### src/rtl/uart_tx_scheduler.sv
// Round-robin arbiter feeding the shared UART TX FIFO, plus a drain FSM that pops the FIFO
// and hands each byte to the serializer through a start/busy handshake.
module uart_tx_scheduler #(
    parameter int unsigned NUM_REQ   = 4,
    parameter int unsigned DATA_BITS = 8,
    parameter int unsigned CNT_BITS  = 16
) (
    input  logic                         clk,
    input  logic                         reset,
    input  logic [NUM_REQ-1:0]           req,
    input  logic [NUM_REQ*DATA_BITS-1:0] req_data,
    output logic [NUM_REQ-1:0]           grant,
    output logic [DATA_BITS-1:0]         fifo_enqueue,
    output logic                         fifo_req_enqueue,
    input  logic                         fifo_isFull,
    input  logic                         fifo_isEmpty,
    output logic                         fifo_req_dequeue,
    input  logic [DATA_BITS-1:0]         fifo_dequeue,
    input  logic                         fifo_dequeue_valid,
    input  logic                         drain_en,
    output logic [DATA_BITS-1:0]         tx_data,
    output logic                         tx_start,
    input  logic                         tx_busy,
    output logic [CNT_BITS-1:0]          bytes_sent,
    output logic [2:0]                   drain_state
);

    localparam int unsigned PtrW = $clog2(NUM_REQ);

    typedef enum logic [2:0] {
        StIdle     = 3'd0,
        StPop      = 3'd1,
        StLoad     = 3'd2,
        StWaitBusy = 3'd3,
        StWaitIdle = 3'd4
    } drain_st_e;

    drain_st_e             state_q, state_d;
    logic [PtrW-1:0]       rr_ptr_q, rr_ptr_d;
    logic                  fifo_req_dequeue_q, fifo_req_dequeue_d;
    logic                  tx_start_q, tx_start_d;
    logic [DATA_BITS-1:0]  tx_data_q, tx_data_d;
    logic [CNT_BITS-1:0]   bytes_sent_q, bytes_sent_d;
    logic [1:0]            wait_cnt_q, wait_cnt_d;
    logic                  retried_q, retried_d;

    logic                  grant_vld;
    logic [PtrW-1:0]       grant_idx;
    int unsigned           cand;
    logic [PtrW-1:0]       cand_idx;

    // Search upward from rr_ptr, wrapping at NUM_REQ; first requester wins.
    always_comb begin
        grant_vld = 1'b0;
        grant_idx = '0;
        cand      = 0;
        cand_idx  = '0;
        for (int unsigned k = 0; k < NUM_REQ; k++) begin
            cand = k + 32'(rr_ptr_q);
            if (cand >= NUM_REQ) begin
                cand = cand - NUM_REQ;
            end
            cand_idx = PtrW'(cand);
            if (!grant_vld && !fifo_isFull && req[cand_idx]) begin
                grant_vld = 1'b1;
                grant_idx = cand_idx;
            end
        end
    end

    always_comb begin
        grant = '0;
        if (grant_vld) begin
            grant[grant_idx] = 1'b1;
        end
        fifo_enqueue     = grant_vld ? req_data[grant_idx*DATA_BITS +: DATA_BITS] : '0;
        fifo_req_enqueue = grant_vld;
    end

    always_comb begin
        rr_ptr_d = rr_ptr_q;
        if (grant_vld) begin
            rr_ptr_d = (grant_idx == PtrW'(NUM_REQ - 1)) ? '0 : grant_idx + PtrW'(1);
        end
    end

    always_ff @(posedge clk) begin
        if (reset) begin
            state_q            <= StIdle;
            rr_ptr_q           <= '0;
            fifo_req_dequeue_q <= 1'b0;
            tx_start_q         <= 1'b0;
            tx_data_q          <= '0;
            bytes_sent_q       <= '0;
            wait_cnt_q         <= '0;
            retried_q          <= 1'b0;
        end else begin
            state_q            <= state_d;
            rr_ptr_q           <= rr_ptr_d;
            fifo_req_dequeue_q <= fifo_req_dequeue_d;
            tx_start_q         <= tx_start_d;
            tx_data_q          <= tx_data_d;
            bytes_sent_q       <= bytes_sent_d;
            wait_cnt_q         <= wait_cnt_d;
            retried_q          <= retried_d;
        end
    end

    always_comb begin
        state_d = state_q;
        case (state_q)
            StIdle:     if (drain_en && !fifo_isEmpty) state_d = StPop;
            StPop:      if (fifo_dequeue_valid) state_d = StLoad;
            StLoad:     state_d = StWaitBusy;
            StWaitBusy: if (tx_busy) state_d = StWaitIdle;
            StWaitIdle: if (!tx_busy) state_d = StIdle;
            default:    state_d = StIdle;
        endcase
    end

    always_comb begin
        fifo_req_dequeue_d = 1'b0;
        tx_start_d         = 1'b0;
        tx_data_d          = tx_data_q;
        bytes_sent_d       = bytes_sent_q;
        wait_cnt_d         = '0;
        retried_d          = retried_q;
        case (state_q)
            StIdle: begin
                fifo_req_dequeue_d = drain_en && !fifo_isEmpty;
            end
            StLoad: begin
                tx_data_d  = fifo_dequeue;
                tx_start_d = 1'b1;
                retried_d  = 1'b0;
            end
            StWaitBusy: begin
                // After four silent cycles the start pulse is repeated exactly once.
                if (!tx_busy) begin
                    if (wait_cnt_q == 2'd3) begin
                        wait_cnt_d = wait_cnt_q;
                        if (!retried_q) begin
                            tx_start_d = 1'b1;
                            retried_d  = 1'b1;
                        end
                    end else begin
                        wait_cnt_d = wait_cnt_q + 2'd1;
                    end
                end
            end
            StWaitIdle: begin
                if (!tx_busy && (bytes_sent_q != '1)) begin
                    bytes_sent_d = bytes_sent_q + CNT_BITS'(1);
                end
            end
            default: ;
        endcase
    end

    assign fifo_req_dequeue = fifo_req_dequeue_q;
    assign tx_start         = tx_start_q;
    assign tx_data          = tx_data_q;
    assign bytes_sent       = bytes_sent_q;
    assign drain_state      = state_q;

endmodule

### config.mk
export PLATFORM = sky130hd
export DESIGN_NAME = uart_tx_scheduler
export DESIGN_NICKNAME = d
export VERILOG_FILES = /design/src/rtl/uart_tx_scheduler.sv
export SDC_FILE = /design/constraint.sdc
export NUM_CORES = 1
export LEC_CHECK = 0
export ABC_AREA = 0
export ABC_CLOCK_PERIOD_IN_PS = 2600
export CAP_MARGIN = 0
export CORE_MARGIN = 1.5
export CORE_UTILIZATION = 40
export DETAILED_ROUTE_END_ITERATION = 8
export PLACE_DENSITY = 0.79
export REMOVE_ABC_BUFFERS = 1
export SYNTH_ARGS = -nofsm -noshare
export SYNTH_HDL_FRONTEND = slang
export SYNTH_SLANG_ARGS = --single-unit
### constraint.sdc
create_clock -name clk -period 2.6 [get_ports clk]
set_input_delay 0.39 -clock clk [delete_from_list [all_inputs] [get_ports clk]]
set_output_delay 0.39 -clock clk [all_outputs]
set_load 0.01 [all_outputs]
==> results of run 1 <==
-- final timing paths --
kind	end	from	slack [ps]
worst max-delay path	fifo_enqueue[4]	req[3]	90
worst min-delay path	tx_start	retried_q	440
worst max register to register	bytes_sent[1]	bytes_sent[1]	660
worst min register to register	tx_start	retried_q	440
-- logic make-up (layout without fill, tap and decap cells) --
logic type | count (synthesis) | after routing | share of synthesized area [%]
DFF | 34 | 34 | 34.1
and+or+nand+nor | 97 | 97 | 26.7
xor gates and xnor gates | 14 | 14 | 6.15
adders and majority gates | 2 | 2 | 1.26
AOI/OAI and AO/OA | 43 | 43 | 14.7
buffers and inverters | 18 | 129 | 4.02
muxes | 26 | 26 | 13.1
-- synth_stat cells (2+ instances only) --
cell type  instances  area share, %
o21ai_0           12            3.0
xnor2_1           12            5.3
inv_1              7            1.3
and3_1             8            2.5
dfxtp_1           34             34
xor2_1             2           0.88
ha_1               2            1.3
mux2i_1           26             13
or3_1              2           0.63
o22ai_1            3           0.94
clkbuf_1           6            1.1
nor3_1             7            1.8
a211oi_1           2           0.75
buf_2              4            1.0
nand2_1            9            1.7
nor4_1             7            2.2
nand2b_1           3           0.94
and4_1             2           0.88
nor2_1            32            6.0
nand3_1            6            1.5
nor2b_1            4            1.3
a21oi_1            7            1.8
o211ai_1           2           0.75
nand4_1            7            2.2
nor3b_1            2           0.75
a21boi_0           8            3.0
-- critical path, delay by kind of cell --
family,cells,cell delay [ps]
AO/OA/AOI/OAI,1,210
buffers and inverters,4,870
multiplexers,2,300
AND/OR/NAND/NOR,2,350
-- through the flow --
step	worst slack (ps)	util [%]	total power [W]	cell area [um^2]
after floorplan	260	-	0.000685	1940
after global placement	-393	65.3	0.000883	3110
after detailed placement	-459	65.3	0.000886	3110
after CTS	-6.55	67.8	0.00129	3220
after global routing	-20.9	68.7	0.00135	3260
final	94.7	68.7	0.00129	3260
-- layer usage --
layer / track usage [%] / vias to the layer above / wire [um]
li1: - / 1071 / -
met1: 23.1 / 933 / 2180
met2: 35.3 / 88 / 2520
met3: 5.90 / 9 / 391
met4: 9.67 / 0 / 114
met5: 0 / - / 0
-- flip-flops by register name, indices dropped and copies added (netlist names) --
| name | count |
|---|---|
| retried_q | 1 |
| fifo_req_dequeue | 1 |
| bytes_sent | 16 |
| drain_state | 3 |
| tx_start | 1 |
| rr_ptr_q | 2 |
| tx_data | 8 |
| wait_cnt_q | 2 |
-- timing repair --
action / CTS / global route
gates resized for setup: 20 / 14
hold buffers: 0 / 0
setup endpoints to repair: 13 / 10
buffers inserted: 1 / 1
pin swaps: 2 / 3
-- where the power goes --
| part | switching (W) | total [W] | leakage (nW) | internal, W |
|---|---|---|---|---|
| Sequential | 0.0000153 | 0.000549 | 0.276 | 0.000534 |
| Combinational | 0.000133 | 0.000331 | 0.939 | 0.000198 |
| Clock | 0.000195 | 0.000407 | 0.0472 | 0.000213 |
| Total | 0.000343 | 0.00129 | 1.26 | 0.000944 |
-- layout make-up --
type                       count  area [um^2]  area share [%]
inverter                       7         26.3           0.805
clock buffer                   6         82.6            2.53
clock inverter                 2         12.5           0.383
multi-input combinational    182         1270            38.9
sequential                    34          683            20.9
tap                           67         83.8            2.57
timing repair buffer         114         1100            33.8
==> summary.json, run 1 <==
{
  "critical_path_peak_fanout": 13,
  "syn_inst_count": 234,
  "cp.required_ps": 2210,
  "max_clock_freq_mhz": 399,
  "rr_worst_depth": 7,
  "layout_common_cells": "76 x clkdlybuf4s50_1, 32 x dfxtp_1, 30 x nor2_1",
  "antenna_found_initial": 0,
  "placed_cells": 402,
  "syn_avg_cell_area_um2": 8.52,
  "tritoncts.num_buffers": 5,
  "hp-class": "reg2reg",
  "setup.worst_path.class": "in2out",
  "congestion_overflow_gr": 0,
  "ir_drop_mv": 0.229,
  "dieArea_um2": 5420,
  "startpoint_type": "primary input",
  "route.antenna.remaining_nets": 0,
  "slew_viol_final": 0,
  "tightest_slew_ps": 480,
  "initial_util_pct": 41.9,
  "ctsHtreeMaxLevel": 2,
  "crit_arrival_ps": 2120,
  "final_common_cell": "clkdlybuf4s50_1",
  "areaGrowthSynthToFinish_pct": 63.8,
  "n_antenna_cell": 0,
  "grt_pass1_vias": 2037,
  "cts.sink_count": 34,
  "layout_worst_path_cycle_share_pct": 96.4,
  "synth-seq-area-share_pct": 34.1,
  "syn-cell-area_um2": 1990,
  "ys_dominant_reg_cell": "dfxtp_1",
  "initialDrtViolationCount": 87,
  "numPortBuffers": 92,
  "design.final.nets": 397,
  "static_leakage_power_nw": 1.26,
  "tritoncts": "built",
  "max_cap_violations": 0,
  "max_transition_margin_pct": 67.9,
  "outcome": "finished clean",
  "grt_max_degree": 16,
  "post_synth_arst_share_pct": 0,
  "groute.usage.overall_pct": 20.5,
  "longest_clk_path_bufs": 2,
  "power_density_nw_per_um2": 394,
  "grt_first_pass_wirelength_mm": 8.71,
  "n_fill_cell": 405,
  "coreArea_um2": 4750,
  "layout-drive-gt1-share_pct": 14.2,
  "seq_cells_post_synth": 34,
  "detail_route.drc_violations": 0,
  "floorplan.die.height_um": 73.6,
  "final-setup-viol-count": 0,
  "cts_root_buf": "clkbuf_8",
  "io_pins": 93,
  "synth_enable_flop_cells": 0,
  "fin_tns_setup_ps": 0,
  "worst_clock_skew_ps": 8.82,
  "hold_path_depth": 1,
  "endpoint_kind": "primary output",
  "final_cell_count_no_fill": 412,
  "grt_setup_unrepaired": "yes",
  "die_w_um": 73.6,
  "slowest_stage": "dlygate4sd2_1",
  "routability_congestion_estimate": 0.868,
  "timing.critical_path.slowest_cell_delay_ps": 290,
  "report.final.hold_viol_count": 0,
  "drtPass1Iterations": 4,
  "cts.clk_slew.worst_paths_ps": 70,
  "period_minus_slack_ps": 2510,
  "vias_per_cell": 5.10,
  "timing.critical_path.cells": "dlygate4sd2_1 -> buf_4 -> nor2b_2 -> o221ai_4 -> and2_4 -> buf_12 -> mux2i_1 -> mux2i_1 -> dlygate4sd2_1",
  "overall_via_count_from_detail_route": 2101,
  "drt-total-wl_mm": 5.20,
  "synth.distinct_cells": 44,
  "yosysWarningCount": 0,
  "fin_hold_ws_ps": 444,
  "clock_insertion_delay_worst_skew_ps": 290,
  "dp_hpwl_mm": 3.95,
  "route.detailed.wl_per_inst_um": 12.6,
  "num_rows": 25
}
No activity file was read; power rests on OpenSTA's default activity.
==> run 2, diff against run 1 <==
ABC_CLOCK_PERIOD_IN_PS = 2400   (was 2600)
CAP_MARGIN = default   (was 0)
clock period = 2.4 ns   (was 2.6 ns; I/O delays follow)
==> summary.json, run 2 (same netlist as run 1, synthesis figures left out) <==
{
  "final-setup-viol-count": {"value": 0, "change": "unchanged"},
  "hp-class": "reg2reg",
  "numPortBuffers": {"value": 92, "change": "unchanged"},
  "io_pins": {"value": 93, "change": "unchanged"},
  "overall_via_count_from_detail_route": {"value": 2128, "change": "+1.3%"},
  "ctsHoldBuffers": {"value": 0, "change": "unchanged"},
  "timing.critical_path.slowest_cell_delay": {"value": 370, "unit": "ps", "change": "+80 ps"},
  "dp_hpwl": {"value": 3.94, "unit": "mm", "change": "-0.26%"},
  "critical_path_peak_fanout": {"value": 7, "change": "-6"},
  "layout.cell_area.non_filler": {"value": 3230, "unit": "um^2", "change": "-1.0%"},
  "ctsHtreeMaxLevel": {"value": 2, "change": "unchanged"},
  "initialDrtViolationCount": {"value": 83, "change": "-4.6%"},
  "num_rows": {"value": 25, "change": "unchanged"},
  "layout_common_cells": "76 x clkdlybuf4s50_1, 32 x dfxtp_1, 30 x nor2_1",
  "detail_route.drc_violations": {"value": 0, "change": "unchanged"},
  "initial_util": {"value": 41.9, "unit": "%", "change": "unchanged"},
  "placed_cell_area": {"value": 3130, "unit": "um^2", "change": "+0.72%"},
  "crit_arrival": {"value": 1960, "unit": "ps", "change": "-160 ps"},
  "design.final.nets": {"value": 403, "change": "+1.5%"},
  "worst_clock_skew": {"value": 4.56, "unit": "ps", "change": "-4.26 ps"},
  "cts.clk_slew.worst_paths": {"value": 70, "unit": "ps", "change": "about the same"},
  "cts.sink_count": {"value": 34, "change": "unchanged"},
  "pre_cts_slack": {"value": -586, "unit": "ps", "change": "-127 ps"},
  "endpoint_kind": "primary output",
  "grt_max_degree": {"value": 17, "change": "+1"},
  "groute.usage.overall": {"value": 20.3, "unit": "%", "change": "-0.15 points"},
  "period_minus_slack_ps": 2320,
  "slowest_stage": "dfxtp_4",
  "tightest_slew": {"value": 442, "unit": "ps", "change": "-38.3 ps"},
  "tritoncts": "built",
  "grt_setup_unrepaired": "yes",
  "areaGrowthSynthToFinish_pct": 62.1,
  "final_common_cell": "clkdlybuf4s50_1",
  "report.final.hold_viol_count": {"value": 0, "change": "unchanged"},
  "outcome": "finished clean",
  "vias_per_cell": {"value": 5.10, "change": "about the same"},
  "setup.worst_path.class": "reg2out",
  "tritoncts.num_buffers": {"value": 5, "change": "unchanged"},
  "max_clock_freq_mhz": 431,
  "die_w": {"value": 73.6, "unit": "um", "change": "unchanged"},
  "clock_insertion_delay_worst_skew": {"value": 280, "unit": "ps", "change": "about the same"},
  "cts_root_buf": "clkbuf_8",
  "post-layout-total-power": {"value": 0.00134, "unit": "W", "change": "+4.1%"},
  "floorplan.die.height": {"value": 73.6, "unit": "um", "change": "unchanged"},
  "slew_viol_final": {"value": 0, "change": "unchanged"},
  "max_cap_violations": {"value": 0, "change": "unchanged"},
  "longest_clk_path_bufs": {"value": 2, "change": "unchanged"},
  "cp.required": {"value": 2040, "unit": "ps", "change": "-170 ps"},
  "n_antenna_cell": {"value": 0, "change": "unchanged"},
  "layout-drive-gt1-share": {"value": 17.7, "unit": "%", "change": "+3.5 points"},
  "routability_congestion_estimate": {"value": 0.897, "change": "+3.4%"},
  "antenna_found_initial": {"value": 0, "change": "unchanged"},
  "startpoint_type": "register",
  "ir_drop": {"value": 0.200, "unit": "mV", "change": "-13%"},
  "number_of_flip_flops_in_the_largest_register": {"value": 16, "change": "unchanged"},
  "grt_first_pass_wirelength": {"value": 8.69, "unit": "mm", "change": "-0.23%"},
  "timing.critical_path.cells": "nor4b_2 -> o211ai_1 -> o31a_1 -> nor2_4 -> buf_6 -> mux2i_1 -> clkdlybuf4s15_2",
  "static_leakage_power": {"value": 1.25, "unit": "nW", "change": "-1.2%"},
  "timing.final.ws_setup": {"value": 82.0, "unit": "ps", "change": "-12.7 ps"},
  "route.antenna.remaining_nets": {"value": 0, "change": "unchanged"},
  "dieArea": {"value": 5420, "unit": "um^2", "change": "unchanged"},
  "drt-total-wl": {"value": 5.22, "unit": "mm", "change": "+0.37%"},
  "timing.critical_path.buf_inv": {"value": 2, "change": "-2"},
  "timing.critical_path.max_delay_family": "simple AND/OR/NAND/NOR gates",
  "layout_worst_path_cycle_share_pct": 96.6,
  "coreArea": {"value": 4750, "unit": "um^2", "change": "unchanged"},
  "route.detailed.wl_per_inst": {"value": 12.5, "unit": "um", "change": "-0.84%"},
  "congestion_overflow_gr": {"value": 0, "change": "unchanged"},
  "grt_pass1_vias": {"value": 2093, "change": "+2.7%"},
  "max_transition_margin": {"value": 70.3, "unit": "%", "change": "+2.4 points"},
  "drtPass1Iterations": {"value": 4, "change": "unchanged"},
  "power_density": {"value": 415, "unit": "nW/um^2", "change": "+5.2%"}
}
[run 2: cell types whose count changed in the layout (fill, tap and decap cells not counted), sizes merged]
cell          before  now
clkinv             1    2
clkinvlp           1    0
buf               22   31
dlymetal6s2s       2    0
dlygate4sd2       12    5
clkbuf             6   11
[run 2: path summary, 6_finish.rpt]
check	startpoint	end	slack, ps	cells after the start
hold reg to reg	retried_q	tx_start	450	1
hold / removal	retried_q	tx_start	450	1
setup / recovery	rr_ptr_q[1]	fifo_enqueue[2]	80	7
setup reg to reg	bytes_sent[0]	bytes_sent[1]	530	7
[run 2: cell type report]
cell class	count	area [um^2]
fillers	428	1520
multi-input cells	182	1260
repair buffers	120	1100
flip-flops and latches	34	686
well taps	67	83.8
clock buffers	5	68.8
inverters	7	26.3
clock inverters	2	10.0
[run 2: report_power, final]
part / total (W) / internal (W) / switching [W]
Combinational: 0.000358 / 0.000213 / 0.000145
Sequential: 0.000593 / 0.000578 / 0.0000146
Clock: 0.000389 / 0.000194 / 0.000195
[run 2: worst reg2reg max path, cell delays in order (launching register included)]
cell and delay, ps:
dfxtp_1 420, ha_1 250, nand2_1 90, nor4_1 340, buf_4 260, a21bo_2 170
mux2i_1 180, nor2_1 50
[run 2: per-stage QoR]
step	TNS, ps	cells	util, %	hold WS [ps]
CTS	0	418	68.8	446
global route	-10.3	417	68.0	476
global placement	-5880	405	65.8	423
floorplan	0	223	-	412
detailed placement	-6530	405	65.8	431
finish	0	417	68.0	446
[run 2: timing repair]
| action | in CTS | in global routing |
|---|---|---|
| endpoints found under the setup margin | 13 | 12 |
| pin swaps | 6 | 2 |
| gates cloned | 0 | 0 |
| gates resized for setup | 34 | 21 |
| buffers inserted | 6 | 0 |
[run 2: metal layers]
metal  vias to the layer above  GRT usage (%)  part of all wire, %
met2                        84           36.7                   49
met1                       958           22.8                   42
met4                         0           6.17                  1.2
met3                         7           6.17                  7.9
met5                         -              0                    0
li1                       1079              -                    -
